**src/rtl/regfile_wb_arbiter_pkg.sv**
```systemverilog
// regfile_wb_arbiter_pkg: shared types and constants for the writeback arbiter and register file
package regfile_wb_arbiter_pkg;
  typedef enum logic {NORMAL = 1'b0, STARVE = 1'b1} wb_state_e;
  localparam int REG_ZERO = 0;
  localparam int DEFAULT_DATA_BITS = 32;
  localparam int DEFAULT_ADDR_BITS = 5;
endpackage

```
**src/rtl/regfile_wb_starve_counter.sv**
```systemverilog
// wb_starve_counter: counts consecutive refusals of port 1 and forces its priority after MAX_WAIT
module wb_starve_counter
  import regfile_wb_arbiter_pkg::*;
#(
  parameter int MAX_WAIT = 4
) (
  input  logic clk,
  input  logic rst,
  input  logic req1_valid,
  input  logic req1_ready,
  output logic starve,
  output logic starve_next
);
  logic [3:0] wait_cnt_d, wait_cnt_q;
  wb_state_e  state_d, state_q;
  logic       refused;
  assign refused = req1_valid && !req1_ready;
  // A refused cycle bumps the count (saturating); a transfer or withdrawal clears it and leaves STARVE
  always_comb begin
    wait_cnt_d = refused ? ((wait_cnt_q == 4'(MAX_WAIT)) ? wait_cnt_q : wait_cnt_q + 4'd1) : 4'd0;
    state_d    = (state_q == NORMAL) ? ((wait_cnt_d == 4'(MAX_WAIT)) ? STARVE : NORMAL)
                                     : (refused ? STARVE : NORMAL);
  end
  // State and counter registers
  always_ff @(posedge clk or posedge rst) begin
    if (rst) begin
      wait_cnt_q <= '0;
      state_q    <= NORMAL;
    end else begin
      wait_cnt_q <= wait_cnt_d;
      state_q    <= state_d;
    end
  end
  assign starve      = state_q == STARVE;
  assign starve_next = state_d == STARVE;
endmodule

```
**src/rtl/regfile_wb_arbiter.sv**
```systemverilog
// regfile_wb_arbiter: shares the register file write port between pipeline and multi-cycle writeback
module regfile_wb_arbiter
  import regfile_wb_arbiter_pkg::*;
#(
  parameter int DATA_BITS = DEFAULT_DATA_BITS,
  parameter int ADDR_BITS = DEFAULT_ADDR_BITS,
  parameter int MAX_WAIT  = 4
) (
  input  logic                 clk,
  input  logic                 rst,
  input  logic                 req0_valid,
  input  logic [ADDR_BITS-1:0] req0_addr,
  input  logic [DATA_BITS-1:0] req0_data,
  output logic                 req0_ready,
  input  logic                 req1_valid,
  input  logic [ADDR_BITS-1:0] req1_addr,
  input  logic [DATA_BITS-1:0] req1_data,
  output logic                 req1_ready,
  output logic                 WriteEnable,
  output logic [ADDR_BITS-1:0] DAddress,
  output logic [DATA_BITS-1:0] DData,
  output logic                 starve
);
  logic                 go0, go1, starve_next;
  logic                 write_enable_d, write_enable_q;
  logic [ADDR_BITS-1:0] d_address_d, d_address_q;
  logic [DATA_BITS-1:0] d_data_d, d_data_q;
  wb_starve_counter #(.MAX_WAIT(MAX_WAIT)) u_starve (
    .clk        (clk),
    .rst        (rst),
    .req1_valid (req1_valid),
    .req1_ready (req1_ready),
    .starve     (starve),
    .starve_next(starve_next)
  );
  assign req0_ready = !rst && req0_valid && !(starve && req1_valid);
  assign req1_ready = !rst && req1_valid && !(!starve && req0_valid);
  assign go0 = req0_valid && req0_ready;
  assign go1 = req1_valid && req1_ready;
  // Load the winner into the write port; r0 writes are accepted but never enabled
  always_comb begin
    write_enable_d = go0 ? (req0_addr != ADDR_BITS'(REG_ZERO)) : go1 ? (req1_addr != ADDR_BITS'(REG_ZERO)) : 1'b0;
    d_address_d    = go0 ? req0_addr : go1 ? req1_addr : d_address_q;
    d_data_d       = go0 ? req0_data : go1 ? req1_data : d_data_q;
  end
  // Registered write port feeding the register file directly
  always_ff @(posedge clk or posedge rst) begin
    if (rst) begin
      write_enable_q <= 1'b0;
      d_address_q    <= '0;
      d_data_q       <= '0;
    end else begin
      write_enable_q <= write_enable_d;
      d_address_q    <= d_address_d;
      d_data_q       <= d_data_d;
    end
  end
  assign WriteEnable = write_enable_q;
  assign DAddress    = d_address_q;
  assign DData       = d_data_q;
  // STARVE can only be entered or held while port 1 is actually asking
  a_starve_needs_req1: assert property (@(posedge clk) disable iff (rst) starve_next |-> req1_valid);
endmodule
```
**config.mk**
```make
export PLATFORM = sky130hd
export DESIGN_NAME = regfile_wb_arbiter
export DESIGN_NICKNAME = d
export VERILOG_FILES = /design/src/rtl/regfile_wb_arbiter_pkg.sv /design/src/rtl/regfile_wb_starve_counter.sv /design/src/rtl/regfile_wb_arbiter.sv
export SDC_FILE = /design/constraint.sdc
export NUM_CORES = 1
export LEC_CHECK = 0
export ABC_AREA = 1
export ABC_CLOCK_PERIOD_IN_PS = 3500
export CAP_MARGIN = 20
export CORE_UTILIZATION = 40
export CTS_CLUSTER_DIAMETER = 120
export CTS_CLUSTER_SIZE = 40
export DETAILED_ROUTE_END_ITERATION = 12
export PLACE_DENSITY = 0.84
export SLEW_MARGIN = 20
export SYNTH_ARGS = -nofsm -noshare
export SYNTH_HDL_FRONTEND = slang
export SYNTH_SLANG_ARGS = --single-unit
```
**constraint.sdc**
```tcl
create_clock -name clk -period 3.5 [get_ports clk]
set_input_delay 0.525 -clock clk [delete_from_list [all_inputs] [get_ports clk]]
set_output_delay 0.525 -clock clk [all_outputs]
set_load 0.03 [all_outputs]
```
# After elaboration in Yosys (flattened, before gate mapping)
# Cells that the tools add are included.
# classes
n_eq_ne	2
add_sub_neg	1
mux	11
n_reduce_logical	17
# ops
op	n
32-bit two-way mux	2
5-bit two-way mux	2
5-bit nonzero test	2
1-bit logical AND	9
4-bit by 3-bit equality test with 1-bit output (second input constant)	2
4-bit two-way mux	2
1-bit logical NOT	5
1-bit two-way mux	5
4-bit by 1-bit adder with 4-bit output (second input constant)	1
2-bit nonzero test	1
# totals
reg_bits	43
in_bits	78
out_inout_bits	41

# Depth between registers and ports, before layout
# Gate-level depths: netlist of run 1.
# depth
depth_word	10
mapped_depth	8
mapped_depth_nobuf	8

# By module
# Synthesis of run 1 repeated with hierarchy kept, for this count alone.
# unflattened
hier_cells	346
hier_area_um2	2398.6
# modules_own_cells
module	seq_area_each_um2	area_per_inst_um2	cells_each	instances
regfile_wb_arbiter	950.9	2094.5	302	1
wb_starve_counter	125.1	304.0	44	1

# Worst setup path before layout of run 1
# Ideal clock, no wire load.
# synth_timing
kind	input to output
startpoint	input port rst
endpoint	output port req0_ready
required_ps	2975
path_stages	4
path_buffers	1
setup_slack_ps	1400
t_arrival_ps	1575
cell_sequence	inv_2 -> nand2_4 -> nor2_4 -> buf_2
# synth_via
elab_chain_len	3
# synth_rtl
item	line	source
start: declaration	regfile_wb_arbiter.sv:10	input logic rst,
1-bit logical NOT (no line)	n/a	
1-bit logical AND (2 in series)	regfile_wb_arbiter.sv:36	assign req0_ready = !rst && req0_valid && !(starve && req1_valid);
end: declaration	regfile_wb_arbiter.sv:14	output logic req0_ready,
# No other way between the ends.

# Worst setup path in the final report of run 1
# layout_timing
startpoint	input port req1_valid
endpoint	output port req1_ready
# layout_via
elab_chain_len	2
# layout_rtl
item	line	source
start: declaration	regfile_wb_arbiter.sv:15	input logic req1_valid,
1-bit logical AND (2 in series)	regfile_wb_arbiter.sv:37	assign req1_ready = !rst && req1_valid && !(!starve && req0_valid);
end: declaration	regfile_wb_arbiter.sv:18	output logic req1_ready,
# No other way between the ends.

==> results of run 1 <==
## cell type report
| type | count | area share |
|---|---|---|
| timing repair buffer | 121 | 0.3625 |
| tap | 67 | 0.02530 |
| multi-input combinational | 180 | 0.2379 |
| inverter | 17 | 0.01926 |
| clock buffer | 8 | 0.03021 |
| sequential | 43 | 0.3248 |
## how the worst max path moves through the flow
stage / startpoint / end / slack [ps] / cells after the start
6_report: req1_valid / req1_ready / 900 / 6
5_1_grt: req1_valid / req1_ready / 840 / 6
4_1_cts: req1_valid / req1_ready / 900 / 6
3_5_place_dp: req1_valid / req1_ready / 900 / 6
3_3_place_gp: req1_valid / req1_ready / 950 / 6
2_1_floorplan: rst / req0_ready / 1400 / 4
## cell usage in the layout (no fill, tap or decap), drive strengths merged
cell type      instances
o211ai                 2
nand4                  3
buf                    4
clkbuf                 8
dfrtp                 43
inv                   17
o31ai                  1
clkdlybuf4s50        117
nand3                 42
o21ai                  2
ha                     2
nor3                   1
nand2                122
a21oi                  1
nor2                   4
## stage by stage
step / area, sq um / setup WS, ps / total power, mW / hold WS [ps]
after global placement: 3213 / 947.1 / 1.046 / 462.8
after floorplan: 2033 / 1400 / 0.8240 / 551.7
after CTS: 3313 / 902.9 / 1.399 / 487.7
final: 3313 / 900.9 / 1.386 / 482.9
after global routing: 3313 / 836.3 / 1.455 / 499.3
after detailed placement: 3213 / 900.6 / 1.054 / 468.5
## flip-flops by register name, indices dropped and copies added (netlist names)
signal,cells
DAddress,5
u_starve.starve,1
DData,32
u_starve.wait_cnt_q,4
WriteEnable,1
## power breakdown
| part | total (mW) | internal [mW] | leakage, nW | switching [mW] |
|---|---|---|---|---|
| sequential | 0.591 | 0.557 | 0.542 | 0.0343 |
| combinational | 0.452 | 0.212 | 0.935 | 0.240 |
| clock | 0.343 | 0.180 | 0.0515 | 0.163 |
## cells by family after synthesis
family / share of synthesized area
compound gates: 0.02030
fa+ha+maj: 0.01231
buf+inv: 0.08308
flops: 0.5292
simple gates: 0.3551
## routing by layer
layer	track usage	vias to the layer above	part of all wire
met5	0	-	0
met4	0.08547	0	0.017
met3	0.05213	8	0.053
met2	0.3765	63	0.52
met1	0.2671	923	0.41
li1	-	1020	-
## worst min-delay path: cells and delay by family (launching register included)
family,cells,cell delay [ps]
simple gates,2,110
flops,1,340
==> implementation parameters, run 1 <==
Parameter                              Value

Detailed routing
  DRC violations left ... 0
  Average detailed-routed wire length per instance ... 13.13 um
  Number of design-rule violations left by the first detailed-router iteration ... 127
  Routed vias ... 2014
  Number of optimization iterations in the first detailed-route pass ... 4
  Number of routed nets with antenna violations ... 0
  Vias per cell ... about 4.6
  Routed wire length ... between 5 and 6 mm

Synthesis
  Share of synthesized area occupied by flip-flops and latches ... 0.5292
  Synth area leader ... sky130_fd_sc_hd__dfrtp_1
  Largest cells by area after synthesis ... sky130_fd_sc_hd__dfrtp_1, sky130_fd_sc_hd__nand2_1, sky130_fd_sc_hd__nand3_1
  Top-count cell post-synth ... sky130_fd_sc_hd__nand2_1
  Yosys warning count ... 0
  Flip-flop and latch count after synthesis ... 43
  Predominant post-synthesis flop cell ... sky130_fd_sc_hd__dfrtp_1
  Synthesized area per cell ... slightly above 8 sq um
  Asr flop ratio synth ... 1.000
  Top cells by count, synth ... sky130_fd_sc_hd__nand2_1, sky130_fd_sc_hd__dfrtp_1, sky130_fd_sc_hd__nand3_1
  Cells after Synth ... 251
  Nets in the synthesized netlist ... between 300 and 400
  Unique masters post-synth ... 18
  EDFF count, synth ... 0
  Synth Cell Area ... 2033 sq um
  Area share of the largest cell type after synthesis ... 0.5292

Setup path
  CP Class ... input port to primary output
  R2r startpoint ... u_starve.starve
  WP buf/inv ... 4
  Worst r2r dst ... WriteEnable
  Critical path fanouts, max ... 4
  Worst endpoint required time ... 2970 ps
  Count of cells along the worst register-to-register path ... 7
  Ordered list of cells on the worst path ... clkdlybuf4s50_1, inv_1, nor2_1, nand2_1, inv_2, clkdlybuf4s50_1
  Endpoint arrival time on the critical path ... approximately 2100 ps
  Top delay family on crit path ... buffers and inverters
  Cell repeated most along the worst path ... sky130_fd_sc_hd__clkdlybuf4s50_1
  Kind of start point of the critical path ... input port
  Internal reg-to-reg setup slack ... 2110 ps
  Highest-delay cell along the critical path ... sky130_fd_sc_hd__clkdlybuf4s50_1
  Largest stage delay on the critical path ... between 600 and 700 ps
  Endpoint type of the worst setup path ... primary output

Layout
  Filler instances ... 402
  Core utilization of the finished layout ... 0.6878
  Proportion of layout cells with a drive suffix above 1 ... 0.04607
  Antenna cells ... 0
  Final nets ... around 450
  Area of all sequential standard cells ... 1076 sq um
  Area of combinational cells with multiple inputs ... slightly below 800 sq um
  Area added between synthesis and finish ... 62.95%
  Number of cells in the finished layout apart from fillers ... 436

CTS
  Number of H-tree branching levels ... 2
  Cts-stage hold buffer count ... 0
  Post-CTS setup buffer count ... 0
  Number of clock sinks ... 43
  Post-CTS resize count ... 0
  Maximum clock insertion buffer count ... 2
  TritonCTS clock tree ... built
  Clock Latency Late Sink ... 290 ps
  Clock-pin slew on the worst setup and hold paths ... 70 ps
  Number of buffers added by the clock tree synthesis step ... 5
  Root buffer selected by CTS ... sky130_fd_sc_hd__clkbuf_8

Floorplan
  Std-Cell Rows ... 25
  Io pins ... 119
  Floorplan die width ... around 73 um
  Standard cell core area ... slightly below 5000 sq um
  Chip height ... 73.30 um
  Starting density of the core ... 0.4221
  Total Die Area ... between 5000 and 6000 sq um

Worst hold path
  Hold WC Path Type ... flip-flop to flip-flop
  Number of cells traversed by the worst hold path ... 2
  Hold EP ... DData[18]
  Worst hold path startpoint ... DData[18]

STA
  Hold Vio Cnt, Final ... 0
  Total of endpoints with negative setup slack in the final report ... 0
  Fmax ... 0.3847 GHz
  Total count of max-transition violations in the final report ... 0
  Slew at the pin closest to its max-slew limit ... 649.1 ps
  Final cycle utilization of the critical path ... 0.7426
  Fin crit period ... 2599 ps
  Unrepaired setup endpoints after global routing ... false
  Setup TNS ... 0 ps
  Worst-case headroom to the max-slew limit ... 0.5667
  Layout Skew ... 3.167 ps

Global route
  Number of antenna violations at the first check in global routing ... 0
  Vias in the first global route ... 1990
  Total Routing Usage GR ... 0.2194
  Largest net degree at the start of global routing ... 45
  Wire length of the first global-routing pass ... a little under 9 mm
  Overflow after GRT ... 0

Power and ir drop
  Total power per unit cell area ... about 420 nW/um^2
  Lkg Pwr ... 1.528 nW
  Maximum ir drop on the vdd rail ... 266.4 uV

Placed design
  Routability Congestion ... approximately 0.80
  Placed instance count ... 428
  Number of input and output port buffers inserted ... 118
  Final HPWL DP ... 4.086 mm

Status
  Outcome ... completed

Job
  Number of violations of the max-capacitance limit ... 0
No activity file was read; power rests on OpenSTA's default activity.
==> run 2: changes to the inputs <==
- ABC_CLOCK_PERIOD_IN_PS: 3500 -> 2280
- CORE_UTILIZATION: 40 -> 34
- PLACE_DENSITY: 0.84 -> 0.76
- clock period: 3.5 -> 2.28 ns (I/O delays scaled with it)
==> implementation parameters, run 2 (synthesis gave the netlist of run 1 again) <==
Parameter                              Value

Status
  Outcome ... completed

Layout
  Max reg flops ... 32
  Final nets ... 450
  Filler instances ... 529
  Core utilization of the finished layout ... 0.5884
  Area added between synthesis and finish ... 63.26%
  Commonest non-fill, non-tap cells in the layout ... sky130_fd_sc_hd__nand2_1, sky130_fd_sc_hd__clkdlybuf4s50_1, sky130_fd_sc_hd__dfrtp_1, sky130_fd_sc_hd__nand3_1, sky130_fd_sc_hd__inv_1
  Leading cell type in the layout, fill and taps excluded ... sky130_fd_sc_hd__nand2_1
  Proportion of layout cells with a drive suffix above 1 ... 0.05405
  Antenna cells ... 0
  Number of cells in the finished layout apart from fillers ... 442

Detailed routing
  Average detailed-routed wire length per instance ... 12.65 um
  Routed vias ... 2066
  Number of design-rule violations left by the first detailed-router iteration ... 90
  Routed wire length ... 5.590 mm
  Vias per cell ... ~4.7
  DRC violations left ... 0
  Number of routed nets with antenna violations ... 0
  Number of optimization iterations in the first detailed-route pass ... 4

Setup path
  Worst endpoint required time ... slightly below 2000 ps
  Endpoint type of the worst setup path ... primary output
  CP Class ... input port to primary output
  Largest stage delay on the critical path ... 480 ps
  Critical path fanouts, max ... 11
  Ordered list of cells on the worst path ... clkdlybuf4s50_1, inv_1, nor2_1, nand2_1, inv_2, buf_4
  Kind of start point of the critical path ... input port
  Endpoint arrival time on the critical path ... 1470 ps
  WP buf/inv ... 4
  Highest-delay cell along the critical path ... sky130_fd_sc_hd__clkdlybuf4s50_1
  Top delay family on crit path ... buffers and inverters

Floorplan
  Floorplan die width ... 79.33 um
  Chip height ... 79.33 um
  Starting density of the core ... 0.3604
  Standard cell core area ... between 5000 and 6000 sq um
  Std-Cell Rows ... 27
  Io pins ... 119
  Total Die Area ... 6293 sq um

Worst hold path
  Hold WC Path Type ... flip-flop to flip-flop

STA
  Slew at the pin closest to its max-slew limit ... between 600 and 700 ps
  Total count of max-transition violations in the final report ... 0
  Fmax ... approximately 0.55 GHz
  Worst-case headroom to the max-slew limit ... 0.5835
  Setup TNS ... 0 ps
  Unrepaired setup endpoints after global routing ... false
  Layout Skew ... 8.178 ps
  Final Hold Slack ... 487.0 ps
  Final cycle utilization of the critical path ... 0.7949
  Hold Vio Cnt, Final ... 0
  Total of endpoints with negative setup slack in the final report ... 0
  Fin crit period ... 1812 ps

Placed design
  Placed instance count ... 435
  Final HPWL DP ... about 4.3 mm
  Routability Congestion ... between 0.7 and 0.8
  Number of input and output port buffers inserted ... 118

CTS
  Clock Latency Late Sink ... about 290 ps
  Number of buffers added by the clock tree synthesis step ... 5
  Post-CTS resize count ... 0
  Maximum clock insertion buffer count ... 2
  Clock-pin slew on the worst setup and hold paths ... 70 ps
  Number of H-tree branching levels ... 2
  Post-CTS setup buffer count ... 0
  Cts-stage hold buffer count ... 0
  Number of clock sinks ... 43
  TritonCTS clock tree ... built
  Root buffer selected by CTS ... sky130_fd_sc_hd__clkbuf_8

Power and ir drop
  Maximum ir drop on the vdd rail ... 318.4 uV
  Total power per unit cell area ... 626.3 nW/um^2
  Lkg Pwr ... around 1.5 nW

Global route
  Wire length of the first global-routing pass ... 9.252 mm
  Vias in the first global route ... 1985
  Largest net degree at the start of global routing ... 38
  Overflow after GRT ... 0
  Total Routing Usage GR ... 0.1914
  Number of antenna violations at the first check in global routing ... 0

Job
  Number of violations of the max-capacitance limit ... 0
[run 2: cell count changes in the layout (fill, tap and decap cells not counted), sizes merged]
cell           before  now
clkdlybuf4s50     117  116
buf                 4    7
clkinv              0    1
clkbuf              8    6
[run 2: worst min-delay path: stages, from the launching register on]
cell and delay (ps):
sky130_fd_sc_hd__dfrtp_1 350, sky130_fd_sc_hd__nand2_1 50, sky130_fd_sc_hd__nand3_1 50
[run 2: per-stage QoR]
stage / total power [mW] / worst slack, ps / cell area (sq um)
after global placement: 1.611 / 405.2 / 3232
after floorplan: 1.265 / 546.3 / 2033
after global routing: 2.199 / 388.3 / 3319
final: 2.079 / 467.6 / 3319
after CTS: 2.113 / 469.6 / 3319
after detailed placement: 1.624 / 348.4 / 3232
[run 2: layer usage]
metal	routed length, um	global-route usage
met1	2356	0.2316
met2	2695	0.3138
met3	448	0.07471
met4	89	0.05636
met5	0	0
[run 2: power by group]
group | switching (mW) | leakage (nW) | internal (mW)
Sequential | 0.0548 | 0.542 | 0.855
Clock | 0.240 | 0.0470 | 0.238
Combinational | 0.365 | 0.946 | 0.327
Total | 0.660 | 1.54 | 1.42
[run 2: final timing paths]
| check | cells past startpoint | from | slack [ps] | endpoint |
|---|---|---|---|---|
| max | 6 | req1_valid | 470 | req1_ready |
| min | 2 | DAddress[3] | 490 | DAddress[3] |
| max reg2reg | 7 | u_starve.starve | 830 | WriteEnable |
| min reg2reg | 2 | DAddress[3] | 490 | DAddress[3] |
| max in group asynchronous | 3 | rst | 1460 | WriteEnable |
| min in group asynchronous | 3 | rst | 550 | u_starve.wait_cnt_q[3] |
[run 2: area by class of cell]
class	count	area, sq um	share of cell area
clock inverter	1	5.005	0.001508
tap	72	90.09	0.02714
clock buffer	6	82.58	0.02488
timing repair buffer	123	1214	0.3656
multi-input combinational	180	788.3	0.2375
sequential	43	1076	0.3242
inverter	17	63.81	0.01922
==> run 3: changes to the inputs <==
- ABC_CLOCK_PERIOD_IN_PS: 2280 -> 1500
- clock period: 2.28 -> 1.5 ns (I/O delays scaled with it)
==> implementation parameters, run 3 (synthesis gave the netlist of run 1 again) <==
Parameter                              Value

Status
  Outcome ... completed

Placed design
  Placed instance count ... 446
  Routability Congestion ... 0.7732
  Number of input and output port buffers inserted ... 118
  Post-Place Setup Slack ... -42.59 ps
  Dpl cell area ... 3352 sq um
  Final HPWL DP ... roughly 4.5 mm

Power and ir drop
  Maximum ir drop on the vdd rail ... 443.4 uV
  Total power per unit cell area ... 902.3 nW/um^2
  Tot Pwr ... 3.058 mW
  Lkg Pwr ... about 1.7 nW

Layout
  Area added between synthesis and finish ... 66.71%
  Commonest non-fill, non-tap cells in the layout ... sky130_fd_sc_hd__nand2_1, sky130_fd_sc_hd__clkdlybuf4s50_1, sky130_fd_sc_hd__dfrtp_1, sky130_fd_sc_hd__nand3_1, sky130_fd_sc_hd__dlygate4sd2_1
  Area of all sequential standard cells ... 1076 sq um
  Final nets ... 462
  Leading cell type in the layout, fill and taps excluded ... sky130_fd_sc_hd__nand2_1
  Core utilization of the finished layout ... 0.6008
  Post-route design area ... approximately 3400 sq um
  Number of cells in the finished layout apart from fillers ... 453
  Area of combinational cells with multiple inputs ... 788.3 sq um
  Filler instances ... 533
  Antenna cells ... 0
  Max reg flops ... 32
  Proportion of layout cells with a drive suffix above 1 ... 0.07874

Job
  Number of violations of the max-capacitance limit ... 0

CTS
  Root buffer selected by CTS ... sky130_fd_sc_hd__clkbuf_8
  Number of H-tree branching levels ... 2
  Number of buffers added by the clock tree synthesis step ... 5
  Clock-pin slew on the worst setup and hold paths ... roughly 80 ps
  Number of clock sinks ... 43
  TritonCTS clock tree ... built
  Clock Latency Late Sink ... 290 ps
  Cts-stage hold buffer count ... 0
  Maximum clock insertion buffer count ... 2

STA
  Final cycle utilization of the critical path ... 0.9622
  Worst-case headroom to the max-slew limit ... 0.7771
  Hold Vio Cnt, Final ... 0
  Total count of max-transition violations in the final report ... 0
  Unrepaired setup endpoints after global routing ... false
  Total of endpoints with negative setup slack in the final report ... 0
  Layout Skew ... 3.189 ps
  Setup TNS ... 0 ps
  Final critical-path setup slack ... 56.72 ps
  Slew at the pin closest to its max-slew limit ... approximately 340 ps
  Fmax ... 0.6929 GHz
  Final Hold Slack ... between 400 and 500 ps
  Fin crit period ... roughly 1400 ps

Setup path
  CP Class ... input port to primary output
  Worst endpoint required time ... 1270 ps
  Number of gates on the worst path with buffers counted ... 6
  R2r startpoint ... u_starve.starve
  Largest stage delay on the critical path ... 450 ps
  Top delay family on crit path ... buffers and inverters
  WP buf/inv ... 4
  Ordered list of cells on the worst path ... clkdlybuf4s50_1, buf_4, nor2_1, nand2_1, inv_2, buf_6
  Endpoint type of the worst setup path ... primary output
  CP Launch Point ... rst
  Kind of start point of the critical path ... input port
  Highest-delay cell along the critical path ... sky130_fd_sc_hd__clkdlybuf4s50_1
  Critical path fanouts, max ... 3
  Count of cells along the worst register-to-register path ... 8
  Endpoint arrival time on the critical path ... roughly 1200 ps

Global route
  Overflow after GRT ... 0
  Number of antenna violations at the first check in global routing ... 0
  Vias in the first global route ... between 2000 and 2500
  Total Routing Usage GR ... 0.1972
  Largest net degree at the start of global routing ... 31
  Wire length of the first global-routing pass ... roughly 9.4 mm

Floorplan
  Floorplan die width ... 79.33 um
  Io pins ... 119
  Std-Cell Rows ... 27
  Starting density of the core ... 0.3604
  Chip height ... 79.33 um
  Total Die Area ... 6293 sq um
  Standard cell core area ... 5642 sq um

Detailed routing
  Average detailed-routed wire length per instance ... approximately 13 um
  Routed wire length ... slightly below 6 mm
  Number of optimization iterations in the first detailed-route pass ... 4
  Routed vias ... 2068
  Number of routed nets with antenna violations ... 0
  DRC violations left ... 0
  Number of design-rule violations left by the first detailed-router iteration ... 88
  Vias per cell ... between 4 and 5

Worst hold path
  Hold WC Path Type ... input port to asynchronous set/reset pin
## run 3: cell type report
cell class                      instances  share of cell area
Inverter                               17             0.01883
Tap cell                               72             0.02658
Clock buffer                            6             0.02141
Sequential cell                        43              0.3175
Multi-Input combinational cell        180              0.2326
Timing Repair Buffer                  135              0.3832
## run 3: power breakdown
group	total, mW	switching, mW	internal (mW)
sequential	1.37	0.0744	1.30
clock	0.681	0.370	0.311
combinational	1.00	0.568	0.436
total	3.06	1.01	2.04
## run 3: path summary, 6_finish.rpt
kind | slack (ps) | to
hold / removal | 400 | DAddress[0]
setup / recovery | 60 | req1_ready
min in group clk | 440 | DData[25]
setup reg to reg | 200 | DData[22]
hold reg to reg | 480 | DData[30]
max in group asynchronous | 850 | DData[8]
## run 3: routing by layer
| metal | wire [um] | track usage | part of all wire |
|---|---|---|---|
| met5 | 0 | 0 | 0 |
| met4 | 55 | 0.06000 | 0.0093 |
| met3 | 463 | 0.07011 | 0.078 |
| met2 | 2867 | 0.3336 | 0.48 |
| met1 | 2539 | 0.2334 | 0.43 |
## run 3: worst register-to-register path, cell delays in order, from the launching register on
cell                      delay (ps)
sky130_fd_sc_hd__dfrtp_1         400
sky130_fd_sc_hd__inv_1            80
sky130_fd_sc_hd__nand2_1          70
sky130_fd_sc_hd__nand2_1         110
sky130_fd_sc_hd__inv_2            60
sky130_fd_sc_hd__buf_4           150
sky130_fd_sc_hd__buf_4           170
sky130_fd_sc_hd__nand2_1          80
sky130_fd_sc_hd__nand3_1          70
## run 3: repair_timing
item	CTS	global route
endpoints found under the setup margin	40	1
cloned	0	0
endpoints found under the hold margin	0	0
gates resized for setup	40	1
setup buffers	1	0
